[config.mk]
export PLATFORM = sky130hd
export DESIGN_NAME = shift_rows_pipe_flat
export DESIGN_NICKNAME = d
export VERILOG_FILES = /design/src/rtl/aes_pkg.sv /design/src/rtl/shift_rows_pipe_if.sv /design/src/rtl/shift_rows_perm.sv /design/src/rtl/shift_rows_pipe.sv /design/src/flat_wrapper.sv
export SDC_FILE = /design/constraint.sdc
export NUM_CORES = 1
export LEC_CHECK = 0
export ABC_AREA = 1
export BUFFER_PORTS_ARGS = -buffer_cell sky130_fd_sc_hd__buf_4
export CORE_UTILIZATION = 45
export CTS_CLUSTER_DIAMETER = 60
export DETAILED_ROUTE_END_ITERATION = 6
export GPL_ROUTABILITY_DRIVEN = 0
export HOLD_SLACK_MARGIN = 0.12
export PLACE_DENSITY = 0.78
export SETUP_SLACK_MARGIN = 0.3
export SYNTH_ARGS = -nofsm -noshare
export SYNTH_HDL_FRONTEND = slang
export SYNTH_SLANG_ARGS = --single-unit
[constraint.sdc]
create_clock -name clk -period 21 [get_ports clk]
set_input_delay 2.1 -clock clk [delete_from_list [all_inputs] [get_ports clk]]
set_output_delay 2.1 -clock clk [all_outputs]
set_load 0.05 [all_outputs]
[src/rtl/aes_pkg.sv]
// aes_pkg: shared byte type, legal block widths and the ShiftRows row-offset table
package aes_pkg;
    typedef logic [7:0] byte_t;
    localparam int NB_128 = 4;
    localparam int NB_192 = 6;
    localparam int NB_256 = 8;
    function automatic int sr_offset(input int nb, input int row);
        return (nb == NB_256 && row >= 2) ? row + 1 : row;
    endfunction
endpackage

[src/rtl/shift_rows_pipe_if.sv]
// shift_rows_pipe_if: input/output stream handshake plus flush and busy status
interface shift_rows_pipe_if #(
    parameter int NB    = 4,
    parameter int TAG_W = 4
);
    logic              flush;
    logic              in_valid;
    logic              in_ready;
    logic              in_inv;
    logic [TAG_W-1:0]  in_tag;
    logic [32*NB-1:0]  in_data;
    logic              out_valid;
    logic              out_ready;
    logic [32*NB-1:0]  out_data;
    logic [TAG_W-1:0]  out_tag;
    logic              busy;
    modport master (
        output flush, in_valid, in_inv, in_tag, in_data, out_ready,
        input  in_ready, out_valid, out_data, out_tag, busy
    );
    modport slave (
        input  flush, in_valid, in_inv, in_tag, in_data, out_ready,
        output in_ready, out_valid, out_data, out_tag, busy
    );
endinterface

[src/rtl/shift_rows_perm.sv]
// shift_rows_perm: combinational ShiftRows / InvShiftRows byte permutation
module shift_rows_perm
    import aes_pkg::*;
#(
    parameter int NB = 4
) (
    input  logic [32*NB-1:0] in_data,
    input  logic             inv,
    output logic [32*NB-1:0] out_data
);
    localparam int W = 32 * NB;
    for (genvar r = 0; r < 4; r++) begin : g_row
        for (genvar c = 0; c < NB; c++) begin : g_col
            localparam int FS = (c + sr_offset(NB, r)) % NB;
            localparam int IS = (c - sr_offset(NB, r) + NB) % NB;
            byte_t fwd;
            byte_t bwd;
            assign fwd = in_data[W-1-8*(r*NB+FS) -: 8];
            assign bwd = in_data[W-1-8*(r*NB+IS) -: 8];
            assign out_data[W-1-8*(r*NB+c) -: 8] = inv ? bwd : fwd;
        end
    end
endmodule

[src/rtl/shift_rows_pipe.sv]
// shift_rows_pipe: permutation at the input followed by an elastic register chain
module shift_rows_pipe
    import aes_pkg::*;
#(
    parameter int NB     = 4,
    parameter int STAGES = 2,
    parameter int TAG_W  = 4
) (
    input logic              clk,
    input logic              rst,
    shift_rows_pipe_if.slave bus
);
    localparam int W = 32 * NB;
    if (!(NB == NB_128 || NB == NB_192 || NB == NB_256)) begin : g_bad_nb
        $error("shift_rows_pipe: NB must be 4, 6 or 8");
    end
    if (STAGES < 1 || STAGES > 4) begin : g_bad_stages
        $error("shift_rows_pipe: STAGES must be 1..4");
    end
    if (TAG_W < 1) begin : g_bad_tag
        $error("shift_rows_pipe: TAG_W must be at least 1");
    end
    logic [W-1:0]      perm;
    logic [STAGES-1:0] v;
    logic [STAGES-1:0] vin;
    logic [STAGES-1:0] rdy;
    logic [W-1:0]      d   [STAGES];
    logic [W-1:0]      din [STAGES];
    logic [TAG_W-1:0]  t   [STAGES];
    logic [TAG_W-1:0]  tin [STAGES];
    shift_rows_perm #(.NB(NB)) u_perm (
        .in_data  (bus.in_data),
        .inv      (bus.in_inv),
        .out_data (perm)
    );
    for (genvar k = 0; k < STAGES; k++) begin : g_link
        if (k == 0) begin : g_head
            assign vin[k] = bus.in_valid;
            assign din[k] = perm;
            assign tin[k] = bus.in_tag;
        end else begin : g_body
            assign vin[k] = v[k-1];
            assign din[k] = d[k-1];
            assign tin[k] = t[k-1];
        end
        // a stage can load unless it and every stage after it is full and the sink stalls
        assign rdy[k] = bus.out_ready || ~&(v | STAGES'((1 << k) - 1));
    end
    // elastic stages: flush drops valid bits only, data is captured only for valid entries
    always_ff @(posedge clk or posedge rst) begin
        if (rst) begin
            v <= '0;
            for (int k = 0; k < STAGES; k++) begin
                d[k] <= '0;
                t[k] <= '0;
            end
        end else begin
            for (int k = 0; k < STAGES; k++) begin
                if (bus.flush) v[k] <= 1'b0;
                else if (rdy[k]) begin
                    v[k] <= vin[k];
                    if (vin[k]) begin
                        d[k] <= din[k];
                        t[k] <= tin[k];
                    end
                end
            end
        end
    end
    assign bus.in_ready  = rdy[0] && !bus.flush;
    assign bus.out_valid = v[STAGES-1];
    assign bus.out_data  = d[STAGES-1];
    assign bus.out_tag   = t[STAGES-1];
    assign bus.busy      = |v;
endmodule

[src/flat_wrapper.sv]
// flat-port wrapper written by rule: the top's interface ports become plain ports
module shift_rows_pipe_flat import aes_pkg::*;
#(
    parameter int NB     = 4,
    parameter int STAGES = 2,
    parameter int TAG_W  = 4
)
  (clk, rst, bus_flush, bus_in_valid, bus_in_inv, bus_in_tag, bus_in_data, bus_out_ready, bus_in_ready, bus_out_valid, bus_out_data, bus_out_tag, bus_busy);
  shift_rows_pipe_if #(.NB(NB), .TAG_W(TAG_W)) bus_i ();
  input logic clk;
  input logic rst;
  input wire logic [$bits(bus_i.flush)-1:0] bus_flush;
  input wire logic [$bits(bus_i.in_valid)-1:0] bus_in_valid;
  input wire logic [$bits(bus_i.in_inv)-1:0] bus_in_inv;
  input wire logic [$bits(bus_i.in_tag)-1:0] bus_in_tag;
  input wire logic [$bits(bus_i.in_data)-1:0] bus_in_data;
  input wire logic [$bits(bus_i.out_ready)-1:0] bus_out_ready;
  output wire logic [$bits(bus_i.in_ready)-1:0] bus_in_ready;
  output wire logic [$bits(bus_i.out_valid)-1:0] bus_out_valid;
  output wire logic [$bits(bus_i.out_data)-1:0] bus_out_data;
  output wire logic [$bits(bus_i.out_tag)-1:0] bus_out_tag;
  output wire logic [$bits(bus_i.busy)-1:0] bus_busy;
  assign bus_i.flush = bus_flush;
  assign bus_i.in_valid = bus_in_valid;
  assign bus_i.in_inv = bus_in_inv;
  assign bus_i.in_tag = bus_in_tag;
  assign bus_i.in_data = bus_in_data;
  assign bus_i.out_ready = bus_out_ready;
  assign bus_in_ready = bus_i.in_ready;
  assign bus_out_valid = bus_i.out_valid;
  assign bus_out_data = bus_i.out_data;
  assign bus_out_tag = bus_i.out_tag;
  assign bus_busy = bus_i.busy;
  shift_rows_pipe #(.NB(NB), .STAGES(STAGES), .TAG_W(TAG_W)) u_core (.clk(clk), .rst(rst), .bus(bus_i));
endmodule
Word-level counts from Yosys, hierarchy flattened
Index checks and enable logic that the tools add are counted.
{ "word_totals": {"register_bits": 266, "latchBits": 0, "ram_bits": 0, "romBits": 0, "memories": 0} }
{ "classes": {"add_sub_neg": 0, "multipliers": 0, "div_mod_pow": 0, "magnitude_cmp": 0, "n_eq_ne": 0, "n_shift": 0, "muxes": 12, "bitwise_logic": 1, "n_reduce_logical": 12} }
{ "ops": {"columns": ["cell", "n"], "rows": [
  ["8-bit 2-to-1 mux", 8],
  ["3-bit AND reduction", 2],
  ["1-bit 2-to-1 mux", 4],
  ["2-bit nonzero test", 2],
  ["1-bit logical NOT", 3],
  ["1-bit logical OR", 2],
  ["2-bit AND reduction", 1],
  ["2-bit OR reduction", 1],
  ["1-bit logical AND", 1],
  ["1-bit inverter", 1]
]} }

Longest topological paths before layout
Gate-level depths: netlist (run 1).
{ "depth": {"word_depth": 5, "ltp_mapped": 7, "depth_no_buf": 5} }

By module
Synthesis (run 1) repeated with hierarchy kept, for this count alone.
{ "unflattened": {"hier_cells": 1558, "area_unflattened_um2": 12729.7} }
{ "by_module_without_submodules": {"columns": ["mod", "instances", "cells_each", "area_each_um2", "seq_area_each_um2"], "rows": [
  ["shift_rows_pipe", 1, 1288, 11404.7, 6656.4],
  ["shift_rows_perm", 1, 270, 1325.0, 0.0]
]} }

Worst setup path after synthesis (run 1)
OpenSTA, ideal clock, no wires.
{ "synth_path": {"path_kind": "input to output", "start": "in bus_out_ready", "end": "out bus_in_ready", "arrival_ns": 2.910, "required_time_ns": 18.900, "setup_slack_ns": 15.990, "cell_stages": 2, "path_buffers": 0, "path_cell_list": "nor2_1 > a21oi_1"} }
{ "synth_between": {"elab_chain_len": 2} }
{ "synth_lines": {"columns": ["item", "line_no", "rtl"], "rows": [
  ["from (decl)", "flat_wrapper.sv:17", "input wire logic [$bits(bus_i.out_ready)-1:0] bus_out_ready;"],
  ["1-bit logical OR", "shift_rows_pipe.sv:47", "assign rdy[k] = bus.out_ready || ~&(v | STAGES'((1 << k) - 1));"],
  ["1-bit logical AND", "shift_rows_pipe.sv:70", "assign bus.in_ready = rdy[0] && !bus.flush;"],
  ["to (decl)", "flat_wrapper.sv:18", "output wire logic [$bits(bus_i.in_ready)-1:0] bus_in_ready;"]
]} }
No other way between the ends.

Worst setup path in the final report (run 1)
Ends and elaborated chain as after synthesis.

==> implementation parameters, run 1 <==
Parameter                              Value

Clocking
  CTS Hold Bufs ... 0
  Clock tree from TritonCTS ... yes
  Clock input transition at the sequential cells of the worst setup and hold paths ... 60 ps
  Maximum clock insertion buffer count ... 3
  Clock latency at the later pin of the worst-skew pair ... 540 ps
  Total CTS buffers ... 29
  Cell chosen for the clock root ... clkbuf_16
  Number of H-tree levels ... 1
  Sink Count ... 266
  Resized Gates After CTS ... 0
  Number of post-CTS setup repair buffers ... 0

Route
  Number of optimization iterations in the first detailed-route pass ... 6
  Drt drc ... 0
  Avg WL per Cell ... 14.63 um
  Via density per instance ... 4.872
  DRC violation total after the first TritonRoute iteration ... 879
  Post-detailed-route count of antenna-violating nets ... 0
  Overall via count from detail_route ... 9427
  Aggregate routed wire length ... 28.32 mm

Run status
  Status ... completed

Synth
  Mean instance size in the synthesized netlist ... 8.061 um^2
  Mapped Cells ... 1483
  Net Count, Synth ... 1621
  Number of distinct library cells after synthesis ... 16
  Post-synthesis sequential area ratio ... 55.68%
  Post-synthesis instance area ... 11950 um^2
  Post-synthesis sequential element count ... 266
  Number of warning messages in the yosys log ... 0

STA
  Min Clock Period, post-route ... 4833 ps
  Final setup vio count ... 0
  Worst setup slack after layout ... 16170 ps
  Rel. slew slack ... 17.32%
  Clk_skew ... 12.17 ps
  Endpoints failing hold ... 0
  Setup repair after global routing missed its margin ... false
  Total count of max-transition violations in the final report ... 0
  Setup TNS after final layout ... 0 ps
  Final period util ... 23.01%
  Hold WS ... 468.8 ps
  Worst-Margin Slew ... 1237 ps
  Fmax ... 206.9 MHz

Global route
  M3 GR Usage ... 4.169%
  GRT met2 Usage ... 33.34%
  Most used routing layer ... met2
  Antenna violations before repair ... 0
  Grt met1 use ... 27.88%
  Final global-route overflow total ... 0
  Pin count of the biggest net entering global routing ... 128
  Combined global-route utilization of all metal layers ... 20.55%
  Via count of the first global-routing pass ... 8969
  Global-route wire length before repair ... 45.15 mm

Final layout
  Layout cell share with drive strength beyond 1 ... 21.25%
  Final core utilization ... 54.41%
  Area used by multi-input combinational logic ... 3960 um^2
  Antenna diode count ... 0
  Commonest cells after routing, fill and taps aside ... 854 x nand2_1, 280 x buf_4, 266 x dfrtp_1, 132 x nand3_1, 29 x clkbuf_16
  Net count of the finished layout ... 1717
  Number of standard cells in the final layout excluding fillers ... 1935
  Final Instance Area ... 14180 um^2
  Total of fill cells in the finished design ... 2370
  Signed area change from the synthesized netlist to the final layout ... 18.62%
  Sequential standard cell area ... 6656 um^2
  Most common cell after layout, fill and taps aside ... nand2_1

Worst setup path
  Kind of end point of the critical path ... output pin
  Maximum net fanout on the critical path ... 2
  Slowest cell on the critical path ... nor2_1
  Startpoint types ... input port
  Cell repeated most along the worst path ... buf_4
  Critical path type ... in -> out
  Delay of the slowest cell on the worst path ... 210 ps
  Arrival time of the worst setup path ... 2730 ps
  Cell-by-cell listing of the critical path ... buf_4, nor2_1, a21oi_1, buf_4
  Required time at the endpoint of the critical path ... 18900 ps
  Buffers plus inverters on the worst setup path ... 2
  Cell family with most CP delay ... buffers and inverters

Placement
  Area after DPL ... 13170 um^2
  Pre-CTS setup slack ... 16170 ps
  Buffers on Ports ... 272
  Post-detail-place hpwl ... 17.88 mm
  Number of placed cells counting well taps ... 1883

Pwr
  Leakage power figure ... 8.105 nW
  Net Sw Frac ... 34.67%
  Power Total ... 1.616 mW
  Ratio of total power to cell area ... 113.9 nW/um^2
  NetSw ... 560.1 uW
  Seq pwr share ... 40.3%
  Internal power ... 1.056 mW
  Clock network power share ... 33.1%
  Maximum VDD drop ... 0.08504 mV
  Combinational fraction of design power ... 26.6%

Flow run
  Number of violations of the max-capacitance limit ... 0

Floorplan
  Area of the core ... 26060 um^2
  Ports ... 273
  Rows ... 59
  Die outline width ... 165.0 um
  Effective utilization at floorplan ... 45.87%
  Die area ... 27220 um^2
  Chip Height ... 165.0 um

Min path
  Hold/Removal Path Class ... reg -> reg
## tightest hold or removal path: cells and delay by family (launching register included)
family / cells / cell delay [ps]
flip-flops: 1 / 340
AND/OR/NAND/NOR: 2 / 90
## metal layers
metal | vias up | routed length (um) | share of wire, %
li1 | 4613 | - | -
met1 | 4438 | 12120 | 43
met2 | 328 | 13410 | 47
met3 | 48 | 2206 | 7.8
met4 | 0 | 576 | 2.0
met5 | - | 0 | 0
## synth_stat cells
| cell type | number | area, um^2 |
|---|---|---|
| a21oi_1 | 2 | 10.01 |
| buf_1 | 13 | 48.80 |
| buf_2 | 38 | 190.2 |
| buf_4 | 132 | 991.0 |
| clkbuf_1 | 32 | 120.1 |
| dfrtp_1 | 266 | 6656 |
| inv_1 | 4 | 15.01 |
| inv_2 | 2 | 7.510 |
| nand2_1 | 854 | 3206 |
| nand2_2 | 1 | 6.260 |
| nand3_1 | 133 | 665.6 |
| nand3_2 | 1 | 10.01 |
| nor2_1 | 1 | 3.750 |
| nor2_2 | 2 | 12.51 |
| o21ai_0 | 1 | 5.000 |
| or2_2 | 1 | 6.260 |
## power groups by stage
stage | clock [mW] | combinational [mW] | sequential (mW)
floorplan | 0 | 0.375 | 0.643
global placement | 0 | 0.426 | 0.656
detailed placement | 0 | 0.434 | 0.657
CTS | 0.543 | 0.435 | 0.651
global route | 0.567 | 0.462 | 0.661
finish | 0.535 | 0.430 | 0.651
## final cells by class
class,instances,share of cell area [%]
Timing Repair Buffer,280,14.82
Sequential cell,266,46.94
Inverter,6,0.2118
Clock inverter,17,1.509
Clock buffer,35,5.630
Multi-Input combinational cell,996,27.93
Tap cell,335,2.956
## logic make-up after synthesis
family	Yosys count	share of synthesized area (%)
compound gates	3	0.1256
simple gates	993	32.71
flops	266	55.68
buf+inv	221	11.48
## state kept, by name, indices dropped and copies added (netlist names)
| register | count |
|---|---|
| u_core.v | 2 |
| u_core.bus.out_tag | 4 |
| u_core.bus.out_data | 128 |
| u_core.d | 128 |
| u_core.t | 4 |
## worst paths after layout
check	start	end	slack, ps	cells after the start
min in group asynchronous	rst	u_core.bus.out_tag[3]	1720	2
max in group asynchronous	rst	u_core.bus.out_data[71]	17000	4
min	u_core.d[167]	u_core.d[167]	470	2
max	bus_out_ready	bus_in_ready	16170	4
min reg2reg	u_core.d[167]	u_core.d[167]	470	2
max reg2reg	u_core.v[0]	u_core.d[188]	18060	5
No activity file was read; power rests on OpenSTA's default activity.
==> run 2: changes to the inputs <==
Settings changed: PLACE_DENSITY 0.78 to 0.81.
Clock period 21 ns to 4.4 ns, I/O delays scaled along.
==> run 2 against run 1 <==
Net effect:
- register-to-register slack got worse by 16000 ps
- clock skew rose by 2.2 ps
- power rose to 4.7 times the previous value
- final cell count rose by 0.16%
- critical path depth rose by 1
- largest power group unchanged
==> implementation parameters, run 2 (synthesized netlist as in run 1, its figures left out) <==
Parameter                              Value

Run status
  Status ... completed

Pwr
  Power Total ... 7.604 mW (+370%)
  Ratio of total power to cell area ... 535.0 nW/um^2 (+370%)
  Maximum VDD drop ... 0.3437 mV (+300%)
  Leakage power figure ... 8.092 nW (-0.16%)

STA
  Clk_skew ... 14.41 ps (+2.235 ps)
  Final setup vio count ... 0 (unchanged)
  Setup TNS after final layout ... 0 ps (unchanged)
  Worst-Margin Slew ... 1188 ps (-48.95 ps)
  Fmax ... 382.1 MHz
  Endpoints failing hold ... 0 (unchanged)
  Min Clock Period, post-route ... 2617 ps
  Final period util ... 59.48%
  Setup repair after global routing missed its margin ... false
  Rel. slew slack ... 20.78% (+3.5 points)
  Total count of max-transition violations in the final report ... 0 (unchanged)

Placement
  Buffers on Ports ... 272 (unchanged)
  Post-detail-place hpwl ... 18.58 mm (+3.9%)
  Number of placed cells counting well taps ... 1883 (unchanged)

Worst setup path
  Delay of the slowest cell on the worst path ... 930 ps (+720 ps)
  Maximum net fanout on the critical path ... 83 (+81)
  Kind of end point of the critical path ... flop
  Count of cells along the worst register-to-register path ... 5 (unchanged)
  RR Startpoint ... u_core.v[0]
  Total number of cells along the worst setup path ... 5 (+1)
  Critical path type ... reg -> reg
  Critical register-to-register path endpoint ... u_core.d[192]
  Slack of the worst reg-to-reg path ... 1780 ps (-16280 ps)
  Cell family with most CP delay ... simple AND/OR/NAND/NOR gates
  Startpoint types ... flop
  Arrival time of the worst setup path ... 3080 ps (+350 ps)
  Cell-by-cell listing of the critical path ... nand3_4, nand2_4, buf_12, nand2_1, nand2_1
  Slowest cell on the critical path ... nand2_4
  Buffers plus inverters on the worst setup path ... 1 (-1)
  Required time at the endpoint of the critical path ... 4860 ps (-14040 ps)
  Cell repeated most along the worst path ... nand2_1

Route
  Overall via count from detail_route ... 9605 (+1.9%)
  Drt drc ... 0 (unchanged)
  DRC violation total after the first TritonRoute iteration ... 1085 (+23%)
  Via density per instance ... 4.956 (+1.7%)
  Number of optimization iterations in the first detailed-route pass ... 5 (-1)
  Avg WL per Cell ... 15.01 um (+2.6%)
  Post-detailed-route count of antenna-violating nets ... 0 (unchanged)
  Aggregate routed wire length ... 29.09 mm (+2.7%)

Floorplan
  Rows ... 59 (unchanged)
  Area of the core ... 26060 um^2 (unchanged)
  Chip Height ... 165.0 um (unchanged)
  Effective utilization at floorplan ... 45.87% (unchanged)
  Die outline width ... 165.0 um (unchanged)
  Die area ... 27220 um^2 (unchanged)
  Ports ... 273 (unchanged)

Global route
  Pin count of the biggest net entering global routing ... 112 (-13%)
  Final global-route overflow total ... 0 (unchanged)
  Via count of the first global-routing pass ... 9064 (+1.1%)
  Antenna violations before repair ... 0 (unchanged)
  Combined global-route utilization of all metal layers ... 21.31% (+0.76 points)
  Global-route wire length before repair ... 46.47 mm (+2.9%)

Final layout
  Number of standard cells in the final layout excluding fillers ... 1938 (+0.16%)
  Antenna diode count ... 0 (unchanged)
  Commonest cells after routing, fill and taps aside ... 854 x nand2_1, 275 x buf_4, 266 x dfrtp_1, 132 x nand3_1, 29 x clkbuf_16
  Most common cell after layout, fill and taps aside ... nand2_1
  Total of fill cells in the finished design ... 2317 (-2.2%)
  Net count of the finished layout ... 1721 (+0.23%)
  Signed area change from the synthesized netlist to the final layout ... 18.90%
  Final core utilization ... 54.54% (+0.13 points)
  Layout cell share with drive strength beyond 1 ... 20.71% (-0.54 points)

Flow run
  Number of violations of the max-capacitance limit ... 0 (unchanged)

Clocking
  Number of H-tree levels ... 1 (unchanged)
  Maximum clock insertion buffer count ... 3 (unchanged)
  Total CTS buffers ... 29 (unchanged)
  Clock input transition at the sequential cells of the worst setup and hold paths ... 60 ps (about the same)
  Resized Gates After CTS ... 0 (unchanged)
  Sink Count ... 266 (unchanged)
  Cell chosen for the clock root ... clkbuf_16
  Clock latency at the later pin of the worst-skew pair ... 530 ps (about the same)
  Clock tree from TritonCTS ... yes

Min path
  Worst min-delay path endpoint ... u_core.d[171]
  Hold Path Depth ... 3 (+1)
  Hold Startpoint ... bus_in_data[59]
  Hold/Removal Path Class ... in -> reg
-- run 2: changes by cell type in the layout (fill, tap and decap cells not counted), moves of 2 or more --
cell	before	now
clkbuf_1	1	8
clkinv_2	11	4
buf_12	0	5
buf_4	280	275
dlygate4sd3_1	0	4
bufinv_16	5	3
clkinv_4	0	2
-- run 2: what timing repair did --
action,CTS,global route
hold endpoints to repair,4,0
buffers inserted,0,0
hold buffers,4,0
-- run 2: tightest hold or removal path, delay by kind of cell --
family | cells | cell delay [ps]
buf+inv | 1 | 80
simple gates | 2 | 120
-- run 2: area by class of cell --
type | count | area [um^2] | share of cell area (%)
sequential | 266 | 6656 | 46.83
multi-input combinational | 996 | 3960 | 27.86
timing repair buffer | 284 | 2205 | 15.51
clock buffer | 41 | 810.8 | 5.704
tap | 335 | 419.2 | 2.949
clock inverter | 10 | 136.4 | 0.9595
inverter | 6 | 26.28 | 0.1849
-- run 2: power breakdown --
group | switching (mW) | leakage (nW) | internal [mW] | total (mW)
clock | 0.968 | 0.466 | 1.45 | 2.42
combinational | 1.46 | 4.26 | 0.608 | 2.07
sequential | 0.252 | 3.37 | 2.86 | 3.11
-- run 2: worst max path at each step --
| stage | slack, ps | endpoint | from |
|---|---|---|---|
| 2_1_floorplan | 450 | u_core.bus.out_data[0] | rst |
| 3_3_place_gp | 1780 | u_core.d[193] | bus_out_ready |
| 3_5_place_dp | 1690 | u_core.d[192] | bus_out_ready |
| 4_1_cts | 1830 | u_core.d[192] | u_core.v[0] |
| 5_1_grt | 1590 | u_core.d[192] | u_core.v[0] |
| 6_report | 1780 | u_core.d[192] | u_core.v[0] |
-- run 2: routing by layer --
layer / track usage [%] / routed length [um]
met1: 29.53 / 12490
met2: 34.75 / 13860
met3: 3.641 / 2240
met4: 5.129 / 500
met5: 0 / 0
-- run 2: stage by stage --
step | area, um^2 | hold WS, ps | worst slack (ps)
CTS | 14210 | 120.0 | 1829
floorplan | 11960 | 442.2 | 448.5
detailed placement | 13230 | 458.0 | 1689
global route | 14210 | 123.1 | 1585
global placement | 13230 | 453.6 | 1776
finish | 14210 | 142.6 | 1783
